==> src/rtl/store_buffer.sv <==
// store_buffer: posted-write buffer on the core's memory port.
//
// Core stores are captured into a DEPTH-entry FIFO on the edge they are issued.
// The FIFO drains one word per cycle into exmemory whenever the core is not reading.
// Core reads are forwarded from the youngest matching buffered store, otherwise
// they see exmemory's combinational read data.
//
// Ports:
//   clk, reset        clock; asynchronous active-low reset
//   cpu_memread       core read request (address on cpu_adr)
//   cpu_memwrite      core store request, one word per asserted cycle
//   cpu_adr           core byte address (word index = cpu_adr[WIDTH-1:2])
//   cpu_writedata     core store data
//   cpu_memdata       read data returned to the core (combinational)
//   mem_memwrite      write strobe to exmemory (combinational)
//   mem_adr           address to exmemory (combinational)
//   mem_writedata     write data to exmemory (combinational)
//   mem_memdata       exmemory combinational read data
//   buf_full          buffer holds DEPTH entries
//   buf_empty         buffer holds no entries
//   overflow          sticky: a store was dropped since reset
module store_buffer #(
    parameter int unsigned WIDTH   = 32,
    parameter int unsigned DEPTH   = 4,
    parameter int unsigned PTRBITS = 2
) (
    input  logic             clk,
    input  logic             reset,
    input  logic             cpu_memread,
    input  logic             cpu_memwrite,
    input  logic [WIDTH-1:0] cpu_adr,
    input  logic [WIDTH-1:0] cpu_writedata,
    output logic [WIDTH-1:0] cpu_memdata,
    output logic             mem_memwrite,
    output logic [WIDTH-1:0] mem_adr,
    output logic [WIDTH-1:0] mem_writedata,
    input  logic [WIDTH-1:0] mem_memdata,
    output logic             buf_full,
    output logic             buf_empty,
    output logic             overflow
);

    // One extra bit so count can represent DEPTH itself
    localparam int unsigned CNTBITS = PTRBITS + 1;

    typedef struct packed {
        logic [WIDTH-1:0] adr;
        logic [WIDTH-1:0] data;
    } entry_t;

    entry_t              entries [DEPTH];
    logic [DEPTH-1:0]    valid;
    logic [DEPTH-1:0]    valid_next;
    logic [PTRBITS-1:0]  wr_ptr;
    logic [PTRBITS-1:0]  rd_ptr;
    logic [CNTBITS-1:0]  count;
    logic                overflow_q;

    logic                drain;
    logic                has_room;
    logic                push;
    logic                pop;
    entry_t              head;

    logic                fwd_hit;
    logic [WIDTH-1:0]    fwd_data;
    logic [PTRBITS-1:0]  fwd_idx;

    // Occupancy flags and transfer decisions
    assign buf_empty = (count == CNTBITS'(0));
    assign buf_full  = (count == CNTBITS'(DEPTH));
    assign overflow  = overflow_q;

    // Reads always win the memory port; the drain waits for an idle cycle
    assign drain    = !buf_empty && !cpu_memread;
    assign pop      = drain;
    // A full buffer still accepts a store when the head leaves on the same edge
    assign has_room = !buf_full || drain;
    assign push     = cpu_memwrite && has_room;
    assign head     = entries[rd_ptr];

    // Memory port mux: head entry while draining, otherwise the core's address
    always_comb begin
        mem_memwrite  = 1'b0;
        mem_adr       = cpu_adr;
        mem_writedata = '0;
        if (drain) begin
            mem_memwrite  = 1'b1;
            mem_adr       = head.adr;
            mem_writedata = head.data;
        end
    end

    // Valid bits: clear the popped slot first so a same-slot push wins when full
    always_comb begin
        valid_next = valid;
        if (pop) begin
            valid_next[rd_ptr] = 1'b0;
        end
        if (push) begin
            valid_next[wr_ptr] = 1'b1;
        end
    end

    // Pointers, occupancy, valid bits and sticky overflow
    always_ff @(posedge clk or negedge reset) begin
        if (!reset) begin
            wr_ptr     <= '0;
            rd_ptr     <= '0;
            count      <= '0;
            valid      <= '0;
            overflow_q <= 1'b0;
        end else begin
            if (push) begin
                wr_ptr <= wr_ptr + PTRBITS'(1);
            end
            if (pop) begin
                rd_ptr <= rd_ptr + PTRBITS'(1);
            end
            case ({push, pop})
                2'b10:   count <= count + CNTBITS'(1);
                2'b01:   count <= count - CNTBITS'(1);
                default: count <= count;
            endcase
            if (cpu_memwrite && !has_room) begin
                overflow_q <= 1'b1;
            end
            valid <= valid_next;
        end
    end

    // Entry payload storage; contents are qualified by valid/count, so no reset
    always_ff @(posedge clk) begin
        if (push) begin
            entries[wr_ptr] <= '{adr: cpu_adr, data: cpu_writedata};
        end
    end

    // Forwarding: walk back from the newest entry, first word-index match wins
    always_comb begin
        fwd_hit  = 1'b0;
        fwd_data = '0;
        fwd_idx  = '0;
        for (int unsigned i = 0; i < DEPTH; i++) begin
            fwd_idx = wr_ptr - PTRBITS'(1) - PTRBITS'(i);
            if (!fwd_hit && (CNTBITS'(i) < count) && valid[fwd_idx] &&
                (entries[fwd_idx].adr[WIDTH-1:2] == cpu_adr[WIDTH-1:2])) begin
                fwd_hit  = 1'b1;
                fwd_data = entries[fwd_idx].data;
            end
        end
    end

    assign cpu_memdata = fwd_hit ? fwd_data : mem_memdata;

endmodule

==> config.mk <==
export PLATFORM = sky130hd
export DESIGN_NAME = store_buffer
export DESIGN_NICKNAME = d
export VERILOG_FILES = /design/src/rtl/store_buffer.sv
export SDC_FILE = /design/constraint.sdc
export NUM_CORES = 1
export LEC_CHECK = 0
export ABC_AREA = 1
export CORE_ASPECT_RATIO = 0.75
export CORE_MARGIN = 2
export CORE_UTILIZATION = 40
export DETAILED_ROUTE_END_ITERATION = 10
export PLACE_DENSITY = 0.69
export SYNTH_ARGS = -nofsm -noshare
export SYNTH_HDL_FRONTEND = slang
export SYNTH_SLANG_ARGS = --single-unit
==> constraint.sdc <==
create_clock -name clk -period 5.25 [get_ports clk]
set_clock_uncertainty 0.1 [all_clocks]
set_input_delay 0.525 -clock clk [delete_from_list [all_inputs] [get_ports clk]]
set_output_delay 0.525 -clock clk [all_outputs]
set_load 0.01 [all_outputs]
Yosys cells after proc, flatten, opt, wreduce, memory -nomap -nowiden
Memories as Yosys holds them, arrays and structs flattened.
Index checks and enable logic that the tools add are counted.
{ "word_totals": {"elab_cells": 91, "in_bits": 100, "mem_count": 1, "regBits": 12, "out_inout_bits": 100, "ram_bits": 256} }
{ "op_classes": {"add_sub_neg": 8, "magnitude_cmp": 12, "mux": 29, "n_bitwise": 3, "n_eq_ne": 7, "reduce_logical": 26} }
{ "mem_list": {"columns": ["name", "words", "width", "read_ports", "rd_ports_with_merged_regs", "wr", "line_no", "rtl"], "rows": [
  ["entries", 4, 64, 5, 0, 1, "51", "entry_t entries [DEPTH];"]
]} }
{ "ops": {"columns": ["operator", "n"], "rows": [
  ["two-way mux 32 bit", 7],
  ["equality test 30 bit", 4],
  ["less-than comparator 2 x 3 -> 1 bit (second input constant)", 6],
  ["logical AND 1 bit", 16],
  ["two-way mux 1 bit", 13],
  ["binary-select mux 1 bit (select 2 bit)", 4],
  ["two-way mux 4 bit", 2],
  ["logical NOT 1 bit", 7],
  ["less-than comparator 1 x 3 -> 1 bit (first input constant)", 2],
  ["less-than comparator 2 x 3 -> 1 bit (first input constant)", 2],
  ["case mux 3 bit (2 select lines)", 1],
  ["adder 2 x 1 -> 2 bit (second input constant)", 2],
  ["bitwise AND 4 bit", 1],
  ["demux 1 bit (select 2 bit)", 2],
  ["greater-or-equal comparator 2 x 1 -> 1 bit (second input constant)", 2],
  ["NOT 4 bit", 1],
  ["OR 4 bit", 1],
  ["subtractor 2 x 1 -> 2 bit (second input constant)", 2],
  ["subtractor 2 bit (second input constant)", 2],
  ["adder 3 x 1 -> 3 bit (second input constant)", 1],
  ["equality test 3 bit (second input constant)", 1],
  ["logical NOT 3 bit", 1],
  ["subtractor 3 x 1 -> 3 bit (second input constant)", 1],
  ["equality test 2 x 1 -> 1 bit (second input constant)", 1],
  ["3 further kinds", 3]
]} }

Logic depth before layout (Yosys ltp)
Gate-level depths: netlist (run 1).
{ "depth": {"ltp_word": 22, "depth_mapped": 26, "depth_no_buf": 20} }

Worst setup path after synthesis (run 1)
No wires, ideal clock.
{ "synth_timing": {"kind": "register to register", "from": "register wr_ptr[0]", "to": "memory entries[0][0] (netlist name) (enable)", "setup_ns": 0.487, "arrival_time_ns": 4.042, "required_time_ns": 4.663, "path_buffers": 3, "slack_ns": 0.621, "path_stages_with_launch": 8, "period_less_slack_ns": 4.629, "cell_sequence": "dfrtp_1 > inv_2 > buf_4 > buf_2 > clkbuf_1 > ha_1 > inv_1 > nor2_1"} }
{ "synth_rtl": {"columns": ["item", "line_no", "rtl"], "rows": [
  ["start, declared", "54", "logic [PTRBITS-1:0] wr_ptr;"],
  ["start signal, assigned", "115", "wr_ptr <= wr_ptr + PTRBITS'(1);"],
  ["end, declared", "51", null]
]} }
No word-level cell before the write port.

Final worst setup path (run 1)
{ "layout_timing": {"from": "register wr_ptr[0]", "to": "output port cpu_memdata[1]"} }
{ "layout_between": {"elab_chain_len": 22, "word_cells_on_any_way": 40, "cone_classes": "add/sub (4); eq/ne (4); mux (17); reduce/logical (14); memory (1)"} }
{ "layout_lines": {"columns": ["item", "line_no", "rtl"], "rows": [
  ["subtractor 2 x 1 -> 2 bit (*)", "145", "fwd_idx = wr_ptr - PTRBITS'(1) - PTRBITS'(i);"],
  ["parallel branches: the longest is 20 deep, another holds memory (4 x 64 bit)", null, null],
  ["two-way mux 32 bit (*)", "154", "assign cpu_memdata = fwd_hit ? fwd_data : mem_memdata;"],
  ["end, declared", "33", "output logic [WIDTH-1:0] cpu_memdata,"]
]} }
Mark *: on every way between the ends. The select of a mux whose other input is x is not followed.

==> results of run 1 <==
Yosys cell counts (25+ instances only):
master	instances	area share
nand3_1	275	0.067
a21oi_1	126	0.031
buf_2	49	0.012
nand2_1	1110	0.20
inv_1	240	0.044
o211ai_1	77	0.028
mux2i_1	50	0.025
clkbuf_1	96	0.018
nor2_1	184	0.034
o21ai_0	281	0.069
a221oi_1	25	0.011
or2_2	29	0.0089
edfxtp_1	256	0.38
a31oi_1	56	0.017
logic make-up (layout without fill, tap and decap cells):
kind of cell               after synthesis  count (layout)  share of synthesized area
DFF                                    268             268                      0.391
and+or+nand+nor                       1618            1620                      0.322
adders and majority gates               12              12                    0.00735
AOI/OAI and AO/OA                      579             579                      0.160
muxes                                   51              51                     0.0251
xor gates and xnor gates                 9               9                    0.00386
other                                    0               2                          0
buffers and inverters                  436             569                     0.0913
worst min-delay path by stage:
stage | slack, ns | to | cells past startpoint | from
2_1_floorplan | 0.13 | count[0]$_DFFE_PN0P_ | 0 | reset
3_3_place_gp | 0.36 | overflow$_DFFE_PN0P_ | 1 | overflow$_DFFE_PN0P_
3_5_place_dp | 0.35 | overflow$_DFFE_PN0P_ | 1 | overflow$_DFFE_PN0P_
4_1_cts | 0.23 | overflow$_DFFE_PN0P_ | 1 | reset
5_1_grt | 0.27 | overflow$_DFFE_PN0P_ | 1 | reset
6_report | 0.24 | overflow$_DFFE_PN0P_ | 1 | reset
per-stage QoR:
stage	instance area, µm²	power (mW)
global route	24400	17.7
finish	24400	16.3
detailed placement	22800	13.3
floorplan	20400	10.5
CTS	24100	15.9
global placement	22800	13.2
cell type report:
type | instances | area share
well taps | 657 | 0.0337
inverters | 249 | 0.0393
clock inverters | 22 | 0.00964
clock buffers | 34 | 0.0331
diodes | 2 | 0.000205
flip-flops and latches | 268 | 0.328
repair buffers | 264 | 0.118
multi-input cells | 2271 | 0.439
sequential cells by signal, indices dropped and copies added (netlist names):
name	flops
count	3
entries	256
overflow	1
rd_ptr	2
valid	4
wr_ptr	2
report_power, final:
| group | total [mW] | switching, mW | internal (mW) | leakage (nW) |
|---|---|---|---|---|
| logic | 11.0 | 7.25 | 3.71 | 7.72 |
| clock network | 2.23 | 0.924 | 1.30 | 0.492 |
| registers | 3.15 | 0.310 | 2.84 | 2.48 |
critical path: stages, from the launching register on:
cell,delay [ns]
dfrtp_4,0.51
inv_8,0.13
ha_4,0.26
buf_4,0.18
bufbuf_16,0.32
nand3_1,0.11
nand2_1,0.14
nand2_1,0.16
o21ai_0,0.14
inv_1,0.09
nand3_1,0.08
nor2_1,0.16
nand2_1,0.13
nor2_4,0.27
buf_12,0.16
nand3_2,0.14
nand3_1,0.12
nand3_1,0.07
a21oi_1,0.15
clkdlybuf4s50_1,0.56
metal layers:
layer	global-route usage	vias up	share of wire
li1	-	10200	-
met1	0.371	9393	0.45
met2	0.400	972	0.42
met3	0.0508	126	0.10
met4	0.0753	4	0.028
met5	0	-	0.00038
what timing repair did:
| item | in CTS | in global routing |
|---|---|---|
| setup buffers | 4 | 13 |
| gates resized for setup | 12 | 16 |
| pin swaps | 5 | 7 |
| endpoints found under the setup margin | 32 | 32 |
| gates cloned | 5 | 4 |
==> results list, run 1 <==
- In this run, synthesis produced a sequential element count of 268.
* Most frequent cells in the layout: nand2_1, o21ai_0, nand3_1, edfxtp_1, inv_1
- Number of clock sinks: ~270
- The first global-routing pass estimated ~110 mm of wire.
* Unique masters post-synth: 33
- Post-Place Cells: ~3,700
- Summing every instance area after synthesis gives 20,400 µm².
- In this run, the number of DRC markers left after iteration 0 of detailed routing was between 2,000 and 2,500.
* Detailed-placement wirelength estimate: roughly 47 mm
- The sequential cells in the finished layout cover a total of 8000 µm².
- Dividing total power by cell area gives a power density of between 600 and 700 nW/µm².
- Maximum buffer depth of the clock tree: 3
- The library cell used most frequently in the layout, excluding fill and tap cells, is nand2_1.
- The die covers around 53,000 µm².
* Share of synthesized area occupied by flip-flops and latches: 0.391
- In the final design database the tool counted roughly 3,200 nets.
- For this run, the number of Yosys warnings is 0.
- The first TritonRoute pass finished after 6 iterations.
* R2R depth: 10
- Pin placement for this block handled 200 I/O pins.
- CP Max Fanout: 31
- At the pin with the least slew margin, the transition time is about 1 ns.
- At the end of routability-driven placement, the weighted congestion stood at a little under 1.
- The number of global-route vias before repair came to approximately 19,000.
- Avg Cell Area, Syn: around 6.9 µm²
- Layout cells sized above 1: 0.0586
- Reported max-cap violation count: 0
- Measured on the finished design, the core utilization comes to 0.485.
* Fmax: a little under 200 MHz
- Clock latency on the worst-skew pair, taken at its later pin, is about 0.58 ns.
* CTS hold repair buffers: 0
- STA classifies the critical path endpoint as an output port.
* Width of the die: approximately 260 µm
- CTS built an H-tree with a depth of 1.
* Multi-input logic area: approximately 11,000 µm²
* Worst hold slack across all endpoints: between 0.2 and 0.25 ns
- Reg-to-reg critical path startpoint: count[0]$_DFFE_PN0P_
- VDD sags by at most between 400 and 500 µV.
* Filler cell count: between 4,000 and 5,000
- Maximum number of pins on one net before global-route repair: 193
- Routed wire length: 70.4 mm
* Class of the worst hold path: input pin to asynchronous set/reset pin
* Crit path DAT: about 4.5 ns
- Initial Utilization: 0.406
* Routed length per instance: about 19 µm
* Setup CP Type: flip-flop to output port
- Post-route DRC violation count: 0
* Std-Cell Core Area: a little over 50,000 µm²
* Layout Cells excl Fill: 3,767
- The detail route stage leaves a number of antenna-violating nets equal to 0.
* Final-layout setup total negative slack: 0 ns
* Total via count after detailed routing: 20,700
* Number of enable flip-flop cells after synthesis: 256
* Count of standard-cell rows: between 70 and 80
- Dividing the final minimum period by the clock period gives 0.974.
- Run status: finished clean
* Endpoint of the worst setup timing path: cpu_memdata[1]
* Via density: 5.48
- The most used flip-flop cell after synthesis is edfxtp_1.
- In this run the tool buffered the top-level ports with around 200 buffer cells.
- Leakage: 10.7 nW
- The tree is rooted in a clkbuf_16.
* Global Route Usage Sum: 0.260
- Num CTS Buffers: 30
- Synth-to-layout area growth: 19.5%
- The initial antenna violation count is 4.
- At the worst endpoint, the required time is ~4.6 ns.
* Crit path from: wr_ptr[0]$_DFFE_PN0P_
- TritonCTS clock tree: built
- Setup violations remaining at the end of the flow were counted as 0.
- Worst-case setup slack after placement: approximately 0.37 ns
- Count of mapped cells out of synthesis: slightly below 3,000
- Pins Over Slew Limit: 0
- After global routing the overflow that remains totals 0.
- The hold violation total from the final report came to 0.
* Launching element type of the critical path: flip-flop
- When the netlist entered floorplanning its net count stood at slightly above 3,000.
- Headroom to the max-slew limit came out at 0.332.
- Fraction of registers with async set/reset: 0.0448
- After clock tree synthesis, the clock-pin slew on the worst setup and hold paths is 0.06 ns.
- Subtracting the final worst setup slack from the clock period gives 5.11 ns.
- The floorplan step set the die height to between 150 and 200 µm.
* Register-to-register setup slack: 2.18 ns
* Post-layout worst setup margin: around 0.14 ns
- The endpoint identified for the worst register-to-register timing path is entries[2][57]$_DFFE_PP_.
No activity file was read; power rests on OpenSTA's default activity.
==> inputs of run 2 (changes only) <==
--- a/config.mk
+++ b/config.mk
@@ -11,6 +11,7 @@
 export CORE_UTILIZATION = 40
 export DETAILED_ROUTE_END_ITERATION = 10
 export PLACE_DENSITY = 0.69
+export SKIP_CTS_REPAIR_TIMING = 1
 export SYNTH_ARGS = -nofsm -noshare
 export SYNTH_HDL_FRONTEND = slang
 export SYNTH_SLANG_ARGS = --single-unit
==> run 2 against run 1 <==
- wire length is 0.73% higher
- cell count hardly changed
- global-route usage shrank 0.53 points
- largest power group unchanged
- highest routed layer unchanged
==> results list, run 2 (synthesis results as in run 1) <==
* Global Route Usage Sum: 0.255
* Number of antenna violations at the first check in global routing: 4
- Once placement completed, the tool counted placed cells totaling 3,685.
- Number of detailed-route iterations in the first pass: 7
- Power per cell area: 671 nW/µm²
- Width of the die: 265 µm
- In the final timing run, aggregate negative setup slack is 0 ns.
- The largest registers in the layout are entries (256), valid (4), count (3).
- Of all nets on the critical path, the largest fanout is 31.
- Post-route DRC violation count: 0
- Highest ir drop seen on vdd: approximately 500 µV
- Layout cells sized above 1: 0.0589
- In the final layout, the multi-input gates occupy between 10,000 and 15,000 µm².
- Pins Over Slew Limit: 0
- Port bufs: roughly 200
- The initialized floorplan defines about 70 standard-cell rows.
- Top reg by flops: entries
- Routability-driven placement finished with a final weighted congestion of ~0.99.
- Clock input transition at the sequential cells of the worst setup and hold paths: roughly 0.070 ns
- Crit path from: wr_ptr[0]$_DFFE_PN0P_
- Class of the worst hold path: input pin to asynchronous set/reset pin
- CTS built an H-tree with a depth of 1.
* FF+latch area: roughly 8000 µm²
- Overall overflow remaining after global route: 0
* Element type at the critical path end: output port
* Launching element type of the critical path: flip-flop
- Most frequent cells in the layout: nand2_1, o21ai_0, nand3_1, edfxtp_1, inv_1
- Most common library cell in the layout ignoring fill and taps: nand2_1
* Wire length of the first global-routing pass: about 110 mm
- Number of ports placed on the die boundary: 200
- Unrepaired setup endpoints after global routing: true
- The number of global-route vias before repair is 18,900.
- The longest clock path from root to sink contains 3 buffers.
- At the worst endpoint, the required time is around 4.6 ns.
* Leakage: 10.6 nW
- Clock Latency Late Sink: between 0.5 and 0.6 ns
* Area of the die: approximately 53,000 µm²
* Detailed-placement wirelength estimate: roughly 47 mm
- TritonCTS built the clock tree.
* Total via count after detailed routing: between 20,000 and 25,000
- The count of nets left with antenna violations once routing finished came out at 0.
* Destination of the worst register-to-register timing path: entries[2][48]$_DFFE_PP_
* Largest register FFs: 256
- Filler cell count: just under 5,000
- At the pin with the least slew margin, the transition time is 1.01 ns.
- Num CTS Buffers: 30
- Synth-to-layout area growth: 19.2%
* Final-report hold violation count: 0
- The critical path in this run is classified as flip-flop to output port.
- In the final routed layout, each cell accounts on average for approximately 19 µm.
- Headroom to the max-slew limit came out at 0.326.
* Routed wire length: between 70 and 80 mm
- Final critical path time including I/O delays and setup: 5.08 ns
- In the finished design, the share of the clock period the worst path needs comes to 0.968.
- Entering global routing, the biggest net connects between 150 and 200 pins.
- The flow ran to the end, and the final reports show no timing, DRC or antenna violations.
* Number of clock sinks: between 200 and 300
* Crit path DAT: around 4.5 ns
- Endpoint of the worst setup timing path: cpu_memdata[1]
- Across all register-to-register paths, the minimum setup slack is ~2.2 ns.
- Vertical die dimension: ~200 µm
- Via density: 5.53
- The worst register-to-register path has a depth of 10.
- Std-Cell Core Area: between 50,000 and 60,000 µm²
- Drt initial violations: 2,422
- The worst register-to-register path begins at count[0]$_DFFE_PN0P_.
- After the last flow step, the layout net total stands at ~3,200.
- Setup violations remaining at the end of the flow were counted as 0.
- Root buf cell: clkbuf_16
- Post-layout worst setup margin: 0.170 ns
- The finished layout holds 3,766 standard cells, fillers aside.
- The tool flagged a number of max-cap violations equal to 0.
- Before CTS, the worst setup slack after placement is 0.366 ns.
- Timing would allow up to 197 MHz.
- Initial Utilization: 0.406
[run 2: cell type report]
type | instances | area share
Tap cell | 657 | 0.0338
Inverter | 249 | 0.0392
Multi-Input combinational cell | 2271 | 0.440
Antenna cell | 2 | 0.000206
Timing Repair Buffer | 263 | 0.115
Sequential cell | 268 | 0.329
Clock buffer | 34 | 0.0332
Clock inverter | 22 | 0.00966
[run 2: worst min path at each step]
stage | end | slack (ns) | from
floorplan | count[0]$_DFFE_PN0P_ | 0.13 | reset
global placement | overflow$_DFFE_PN0P_ | 0.36 | overflow$_DFFE_PN0P_
detailed placement | overflow$_DFFE_PN0P_ | 0.35 | overflow$_DFFE_PN0P_
CTS | overflow$_DFFE_PN0P_ | 0.23 | reset
global route | overflow$_DFFE_PN0P_ | 0.27 | reset
finish | count[2]$_DFFE_PN0P_ | 0.23 | reset
[run 2: power breakdown]
group          switching [mW]  total, mW  internal (mW)
Clock                   0.927       2.23           1.30
Sequential              0.311       3.15           2.84
Combinational            7.31       11.0           3.65
[run 2: worst max-delay path: stages (launching register included)]
cell,delay [ns]
dfrtp_4,0.51
inv_8,0.15
ha_4,0.26
buf_4,0.17
clkbuf_16,0.21
nand3_1,0.12
nand2_1,0.14
nand2_1,0.18
o21ai_0,0.15
inv_1,0.09
nand3_1,0.08
nor2_1,0.18
nand2_1,0.14
nor2_4,0.27
buf_12,0.16
nand3_2,0.14
nand3_1,0.12
nand3_1,0.07
a21oi_1,0.15
clkdlybuf4s50_1,0.56
[run 2: layer usage]
layer / vias to the layer above / part of all wire / track usage
met4: 4 / 0.031 / 0.0774
met3: 140 / 0.095 / 0.0451
met2: 951 / 0.42 / 0.391
met1: 9579 / 0.45 / 0.365
met5: - / 0.00038 / 0
li1: 10200 / - / -
[run 2: stage by stage]
step                 util  hold WS (ns)  power [mW]  area (µm²)
finish              0.484         0.225        16.3       24300
global route        0.484         0.267        17.7       24300
CTS                 0.475         0.231        15.6       23900
detailed placement  0.454         0.354        13.3       22800
global placement    0.454         0.355        13.2       22800
floorplan               -         0.129        10.5       20400
